===== src/rtl/tank_game_pkg.sv =====
// Shared types and constants for the tank game control blocks.
package tank_game_pkg;
   typedef enum logic [2:0] {IDLE, SELECT, ANIM, WAIT, CLEAR} spawn_state_e;

   localparam int DEF_NUM_SLOTS  = 4;
   localparam int DEF_NUM_POINTS = 3;
   localparam int CNT_W          = 8;
endpackage


===== src/rtl/rr_point_picker.sv =====
// Combinational round-robin picker: first unblocked index at or after rr_ptr_i, wrapping.
// Zero latency; vld_o low when every point is blocked.
module rr_point_picker import tank_game_pkg::*; #(
   parameter int  NUM_POINTS = DEF_NUM_POINTS,
   localparam int PW         = (NUM_POINTS > 1) ? $clog2(NUM_POINTS) : 1
) (
   input  logic [NUM_POINTS-1:0] blocked_i,
   input  logic [PW-1:0]         rr_ptr_i,
   output logic                  vld_o,
   output logic [PW-1:0]         idx_o
);
   logic [PW:0] sum;

   // Scan from the farthest candidate down so the nearest unblocked one wins.
   always_comb begin
      vld_o = 1'b0;
      idx_o = '0;
      sum   = '0;
      for (int i = NUM_POINTS - 1; i >= 0; i--) begin
         sum = {1'b0, rr_ptr_i} + (PW + 1)'(i);
         if (sum >= (PW + 1)'(NUM_POINTS)) begin
            sum = sum - (PW + 1)'(NUM_POINTS);
         end
         if (!blocked_i[sum[PW-1:0]]) begin
            vld_o = 1'b1;
            idx_o = sum[PW-1:0];
         end
      end
   end
endmodule


===== src/rtl/enemy_spawn_scheduler.sv =====
// Enemy entry sequencer: owns the reserve pool and slots, spawns into free slot + round-robin point.
// spawn_o and its slot/point are presented in the SELECT cycle that decides the spawn.
module enemy_spawn_scheduler import tank_game_pkg::*; #(
   parameter int  NUM_SLOTS      = DEF_NUM_SLOTS,
   parameter int  NUM_POINTS     = DEF_NUM_POINTS,
   parameter int  TOTAL_ENEMIES  = 20,
   parameter int  SPAWN_INTERVAL = 5000000,
   parameter int  SPAWN_ANIM     = 500000,
   localparam int SW             = (NUM_SLOTS > 1) ? $clog2(NUM_SLOTS) : 1,
   localparam int PW             = (NUM_POINTS > 1) ? $clog2(NUM_POINTS) : 1
) (
   input  logic                  clk_i,
   input  logic                  reset_i,
   input  logic                  start_i,
   input  logic [NUM_SLOTS-1:0]  enemy_die_i,
   input  logic [NUM_POINTS-1:0] point_blocked_i,
   output logic                  spawn_o,
   output logic [SW-1:0]         spawn_slot_o,
   output logic [PW-1:0]         spawn_point_o,
   output logic                  spawning_o,
   output logic [NUM_SLOTS-1:0]  slot_active_o,
   output logic [CNT_W-1:0]      reserve_left_o,
   output logic [CNT_W-1:0]      kills_o,
   output logic                  level_clear_o
);
   localparam logic [31:0] ANIM_LAST = 32'(SPAWN_ANIM - 1);
   localparam logic [31:0] INT_LAST  = 32'(SPAWN_INTERVAL - 1);

   spawn_state_e         state_q, state_d;
   logic [31:0]          anim_tmr_q, anim_tmr_d, int_tmr_q, int_tmr_d;
   logic [PW-1:0]        rr_q, rr_d, point_q, point_d;
   logic [SW-1:0]        slot_q, slot_d;
   logic [NUM_SLOTS-1:0] active_q, active_d;
   logic [CNT_W-1:0]     reserve_q, reserve_d, kills_q, kills_d;

   logic                 pt_vld, slot_vld, spawn;
   logic [PW-1:0]        pt_idx;
   logic [SW-1:0]        free_slot;
   logic [NUM_SLOTS-1:0] kill_mask;
   logic [CNT_W-1:0]     kill_cnt;
   logic [CNT_W:0]       kill_sum;

   rr_point_picker #(.NUM_POINTS(NUM_POINTS)) u_picker (
      .blocked_i (point_blocked_i),
      .rr_ptr_i  (rr_q),
      .vld_o     (pt_vld),
      .idx_o     (pt_idx)
   );

   always_comb begin
      slot_vld  = 1'b0;
      free_slot = '0;
      kill_cnt  = '0;
      kill_mask = enemy_die_i & active_q;
      for (int i = NUM_SLOTS - 1; i >= 0; i--) begin
         if (!active_q[i]) begin
            slot_vld  = 1'b1;
            free_slot = SW'(i);
         end
         kill_cnt = kill_cnt + CNT_W'(kill_mask[i]);
      end
      kill_sum = {1'b0, kills_q} + {1'b0, kill_cnt};
   end

   always_comb begin
      state_d    = state_q;
      anim_tmr_d = anim_tmr_q;
      int_tmr_d  = int_tmr_q;
      rr_d       = rr_q;
      slot_d     = slot_q;
      point_d    = point_q;
      active_d   = active_q;
      reserve_d  = reserve_q;
      kills_d    = kills_q;
      spawn      = 1'b0;
      if (start_i) begin
         state_d    = SELECT;
         anim_tmr_d = '0;
         int_tmr_d  = '0;
         rr_d       = '0;
         active_d   = '0;
         reserve_d  = CNT_W'(TOTAL_ENEMIES);
         kills_d    = '0;
      end else begin
         if (state_q != IDLE) begin
            active_d = active_q & ~kill_mask;
            kills_d  = kill_sum[CNT_W] ? '1 : kill_sum[CNT_W-1:0];
         end
         case (state_q)
            SELECT: begin
               if (reserve_q == '0) begin
                  if (active_q == '0) state_d = CLEAR;
               end else if (slot_vld && pt_vld) begin
                  spawn               = 1'b1;
                  slot_d              = free_slot;
                  point_d             = pt_idx;
                  active_d[free_slot] = 1'b1;
                  reserve_d           = reserve_q - 1'b1;
                  rr_d                = (pt_idx == PW'(NUM_POINTS - 1)) ? '0 : pt_idx + 1'b1;
                  anim_tmr_d          = '0;
                  state_d             = ANIM;
               end
            end
            ANIM: begin
               if (anim_tmr_q == ANIM_LAST) begin
                  anim_tmr_d = '0;
                  int_tmr_d  = '0;
                  // The SELECT cycle itself accounts for one interval cycle.
                  state_d    = (INT_LAST == '0) ? SELECT : WAIT;
               end else begin
                  anim_tmr_d = anim_tmr_q + 32'd1;
               end
            end
            WAIT: begin
               int_tmr_d = int_tmr_q + 32'd1;
               if (int_tmr_d == INT_LAST) state_d = SELECT;
            end
            default: ;
         endcase
      end
   end

   always_ff @(posedge clk_i or posedge reset_i) begin
      if (reset_i) begin
         state_q    <= IDLE;
         anim_tmr_q <= '0;
         int_tmr_q  <= '0;
         rr_q       <= '0;
         slot_q     <= '0;
         point_q    <= '0;
         active_q   <= '0;
         reserve_q  <= '0;
         kills_q    <= '0;
      end else begin
         state_q    <= state_d;
         anim_tmr_q <= anim_tmr_d;
         int_tmr_q  <= int_tmr_d;
         rr_q       <= rr_d;
         slot_q     <= slot_d;
         point_q    <= point_d;
         active_q   <= active_d;
         reserve_q  <= reserve_d;
         kills_q    <= kills_d;
      end
   end

   assign spawn_o        = spawn;
   assign spawn_slot_o   = spawn ? free_slot : slot_q;
   assign spawn_point_o  = spawn ? pt_idx : point_q;
   assign spawning_o     = (state_q == ANIM);
   assign level_clear_o  = (state_q == CLEAR);
   assign slot_active_o  = active_q;
   assign reserve_left_o = reserve_q;
   assign kills_o        = kills_q;
endmodule


===== config.mk =====
export PLATFORM = sky130hd
export DESIGN_NAME = enemy_spawn_scheduler
export DESIGN_NICKNAME = d
export VERILOG_FILES = /design/src/rtl/tank_game_pkg.sv /design/src/rtl/rr_point_picker.sv /design/src/rtl/enemy_spawn_scheduler.sv
export SDC_FILE = /design/constraint.sdc
export NUM_CORES = 1
export LEC_CHECK = 0
export BUFFER_PORTS_ARGS = -buffer_cell sky130_fd_sc_hd__buf_2
export CAP_MARGIN = 15
export CORE_MARGIN = 2
export CORE_UTILIZATION = 50
export DETAILED_ROUTE_END_ITERATION = 16
export HOLD_SLACK_MARGIN = 0.1
export MAX_ROUTING_LAYER = met4
export PLACE_DENSITY = 0.68
export SLEW_MARGIN = 30
export SYNTH_ARGS = -nofsm -noshare
export SYNTH_HDL_FRONTEND = slang
export SYNTH_SLANG_ARGS = --single-unit

===== constraint.sdc =====
create_clock -name clk_i -period 8.15 [get_ports clk_i]
set_input_delay 2.445 -clock clk_i [delete_from_list [all_inputs] [get_ports clk_i]]
set_output_delay 2.445 -clock clk_i [all_outputs]
set_load 0.03 [all_outputs]

==> results.py <==
metrics = {
    "outcome": {
        "status": "complete, no violations",
    },
    "synth": {
        "syn_area_mm2": 0.00577,
        "yosysTopAreaCell": "dfrtp_1",
        "netlist_instances": 681,
        "yosysMostFrequentCell": "dfrtp_1",
        "ys_ff_latch": 93,
        "synth-simple-area-share": 0.288,
        "async_flop_share": 1.00,
        "synth_xor_area_frac": 0.0592,
        "synth_area_leaders": "dfrtp_1 40%, o21ai_0 6.5%, nor2_1 4.5%",
        "synth_cell_types": 60,
        "synth_ff_type": "dfrtp_1",
        "synth_top_family_by_area": "simple AND/OR/NAND/NOR gates",
        "ys_top_cells_by_count": "93 x dfrtp_1, 75 x o21ai_0, 69 x nor2_1",
        "synth_compound_area_frac": 0.173,
        "synth.net_count": 701,
        "synthAdderAreaFrac": 0.0256,
        "avgSynthCellArea_um2": 8.47,
        "synth.area.mux_share": 0.00694,
        "synth-warning-count": 0,
        "synth.top_cell.area_share": 0.404,
        "synth_edf_count": 0,
        "yosysSeqAreaShare": 0.404,
    },
    "route": {
        "vias": 5111,
        "post_drt_wl_per_cell_um": 15.5,
        "final_antenna_net_count": 0,
        "viasPerCell": 6.10,
        "first_pass_iters": 5,
        "wirelength_mm": 13.0,
        "drc": 0,
        "initialDrtViolationCount": 599,
    },
    "placement": {
        "place_worst_setup_slack_ps": 1460,
        "dpl.cell_count": 823,
        "gp_congestion": 0.915,
        "hpwl_mm": 8.85,
        "port_buffers": 36,
    },
    "floorplanning": {
        "start_util": 0.509,
        "dieArea_mm2": 0.0124,
        "io_pins": 37,
        "die_x_um": 111,
        "die_h_um": 111,
        "core_mm2": 0.0113,
        "row_count": 39,
    },
    "worst_hold_path": {
        "min_delay_path_depth": 2,
        "whs_endpoint": "int_tmr_q[31]",
        "min_from": "int_tmr_q[31]",
        "hp-class": "reg -> reg",
    },
    "timing": {
        "rsz0062_at_grt": "no",
        "finalCriticalPeriod_ps": 6710,
        "fin_ws_ps": 1440,
        "max_freq_mhz": 149,
        "slew_headroom": 0.425,
        "setup_tns_ps": 0,
        "skew_ps": 11.3,
        "finalCritPeriodShare": 0.824,
        "worst_pin_slew_ps": 862,
        "setup_viol": 0,
        "maxSlewViolCount": 0,
        "hold_viol_final": 0,
    },
    "critical_path": {
        "cp_max_fo": 14,
        "cp_cell_sequence": "buf_2 > or3_1 > mux2i_1 > a41oi_1 > nor3_2 > nand3_1 > o21ai_0 > buf_2",
        "rr_worst_depth": 8,
        "crit_buf_inv": 2,
        "start_kind": "primary input",
        "reg2reg_from": "int_tmr_q[0]",
        "cp_data_required_time_ps": 5710,
        "r2r_slack_ps": 5100,
        "crit_slowest_cell": "nor3_2",
        "critPathMaxStageDelay_ps": 580,
        "rr_endpoint": "state_q[1]",
        "end_kind": "primary output",
        "crit_top_cell": "buf_2",
        "crit_family": "simple AND/OR/NAND/NOR gates",
        "crit_arrival_ps": 4270,
        "crit_type": "in -> out",
    },
    "clocking": {
        "max-clock-path-buffers": 2,
        "clk_pin_slew_ps": 60,
        "cts_root_buffer": "clkbuf_16",
        "tritoncts": "yes",
        "cts-htree-levels": 3,
        "cts_resized": 0,
        "postCtsHoldBufs": 0,
        "cts_setup_buffers": 0,
        "numClockSinks": 93,
        "insertion_delay_ps": 350,
        "cts_buffers": 9,
    },
    "global_routing": {
        "grt_overflow_total": 0,
        "antenna_found_initial": 0,
        "track_usage": 0.227,
        "grt_pass1_vias": 4759,
        "grt_first_pass_wirelength_mm": 22.7,
        "grt_start_max_net_pins": 62,
    },
    "pwr": {
        "power_density_mw_per_mm2": 246,
        "intPower_uw": 956,
        "vdd.ir_drop.worst_mv": 0.226,
        "clockPowerShare": 0.307,
        "pwr-share-seq": 0.359,
        "swShare": 0.386,
        "p_leak_uw": 0.00259,
        "combPwrFrac": 0.334,
        "p_switching_uw": 600,
    },
    "cells_and_area": {
        "final_cells": 838,
        "area.growth.synth_to_final_pct": 9.87,
        "fillCellCount": 1058,
        "diodes": 0,
        "final_net_count": 711,
        "drive_gt1_frac": 0.0993,
    },
    "job": {
        "maxCapViolCount": 0,
    },
}
## final cells by class
class	count	area [um^2]	area share
Inverter	20	76.3	0.0120
Timing Repair Buffer	40	210	0.0332
Clock inverter	6	111	0.0176
Multi-Input combinational cell	527	3210	0.506
Clock buffer	9	225	0.0356
Sequential cell	93	2330	0.367
Tap cell	143	179	0.0282
## flip-flops by register name, indices dropped and copies added (netlist names)
signal	count
anim_tmr_q	32
int_tmr_q	32
kills_o	8
point_q	2
reserve_left_o	8
rr_q	2
slot_active_o	4
slot_q	2
state_q	3
## stage by stage
stage	total power (uW)	area (um^2)	hold WS, ps	utilization
2_1_floorplan	947	5770	461	-
3_3_place_gp	1060	5990	490	0.529
3_5_place_dp	1080	6000	503	0.530
4_1_cts	1570	6330	517	0.560
5_1_grt	1650	6330	552	0.560
6_report	1560	6330	516	0.560
## worst max path at each step
stage	start	end	slack [ps]	cells past startpoint
after floorplan	point_blocked_i[1]	spawn_slot_o[0]	1410	7
after global placement	point_blocked_i[0]	spawn_slot_o[1]	1580	8
after detailed placement	point_blocked_i[0]	spawn_slot_o[0]	1460	8
after CTS	point_blocked_i[0]	spawn_slot_o[0]	1470	8
after global routing	point_blocked_i[0]	spawn_slot_o[1]	1270	8
final	point_blocked_i[0]	spawn_slot_o[0]	1440	8
## power groups by stage
| stage | Clock, uW | Combinational [uW] | Sequential [uW] |
|---|---|---|---|
| 3_5_place_dp | 0 | 516 | 566 |
| 5_1_grt | 507 | 580 | 566 |
| 6_report | 478 | 519 | 558 |
| 2_1_floorplan | 0 | 372 | 575 |
| 3_3_place_gp | 0 | 499 | 564 |
| 4_1_cts | 491 | 519 | 557 |
## cell families (layout without fill, tap and decap cells)
group,after synthesis,in the layout
multiplexers,4,4
AO/OA/AOI/OAI,164,164
buffers and inverters,61,75
adder cells (fa/ha/maj),10,10
AND/OR/NAND/NOR,310,310
flip-flops,93,93
XOR/XNOR,39,39
## per-layer routing
layer  vias to the layer above  track usage  routed length, um
met4                         0       0.0971                297
met5                         -            -                  0
li1                       2508            -                  -
met1                      2454        0.313               6200
met3                        24       0.0343                618
met2                       125        0.335               5910
## layout by cell type, fill, tap and decap left out, types with 3 or more instances in the layout
master / count
a31oi_1: 7
nand2_1: 57
ha_1: 7
and3_1: 16
buf_4: 4
nand3_1: 41
nand4_1: 21
o31ai_1: 12
inv_1: 19
xnor2_1: 25
nor3b_1: 3
a21oi_1: 34
nor2_1: 69
buf_2: 36
or3_1: 7
clkbuf_16: 9
nor2b_1: 7
mux2i_1: 4
and2_1: 7
xor2_1: 14
or2_2: 3
nor4b_1: 4
nand4b_1: 3
o2111ai_1: 3
nor4_1: 20
o211ai_1: 3
o41ai_1: 4
nor3_1: 22
bufinv_16: 3
and4_1: 12
o21a_1: 4
o21ai_0: 75
dfrtp_1: 93
fa_1: 3
a211oi_1: 7
## worst reg2reg max path, stage by stage, from the launching register on
cell and delay, ps:
dfrtp_1 490, ha_1 310, and3_1 310, nand3_1 310
or4b_1 670, xor2_1 170, o2111ai_1 180, nor4_1 380
o21ai_1 100
Note: power is estimated with default switching activity, not from simulation.
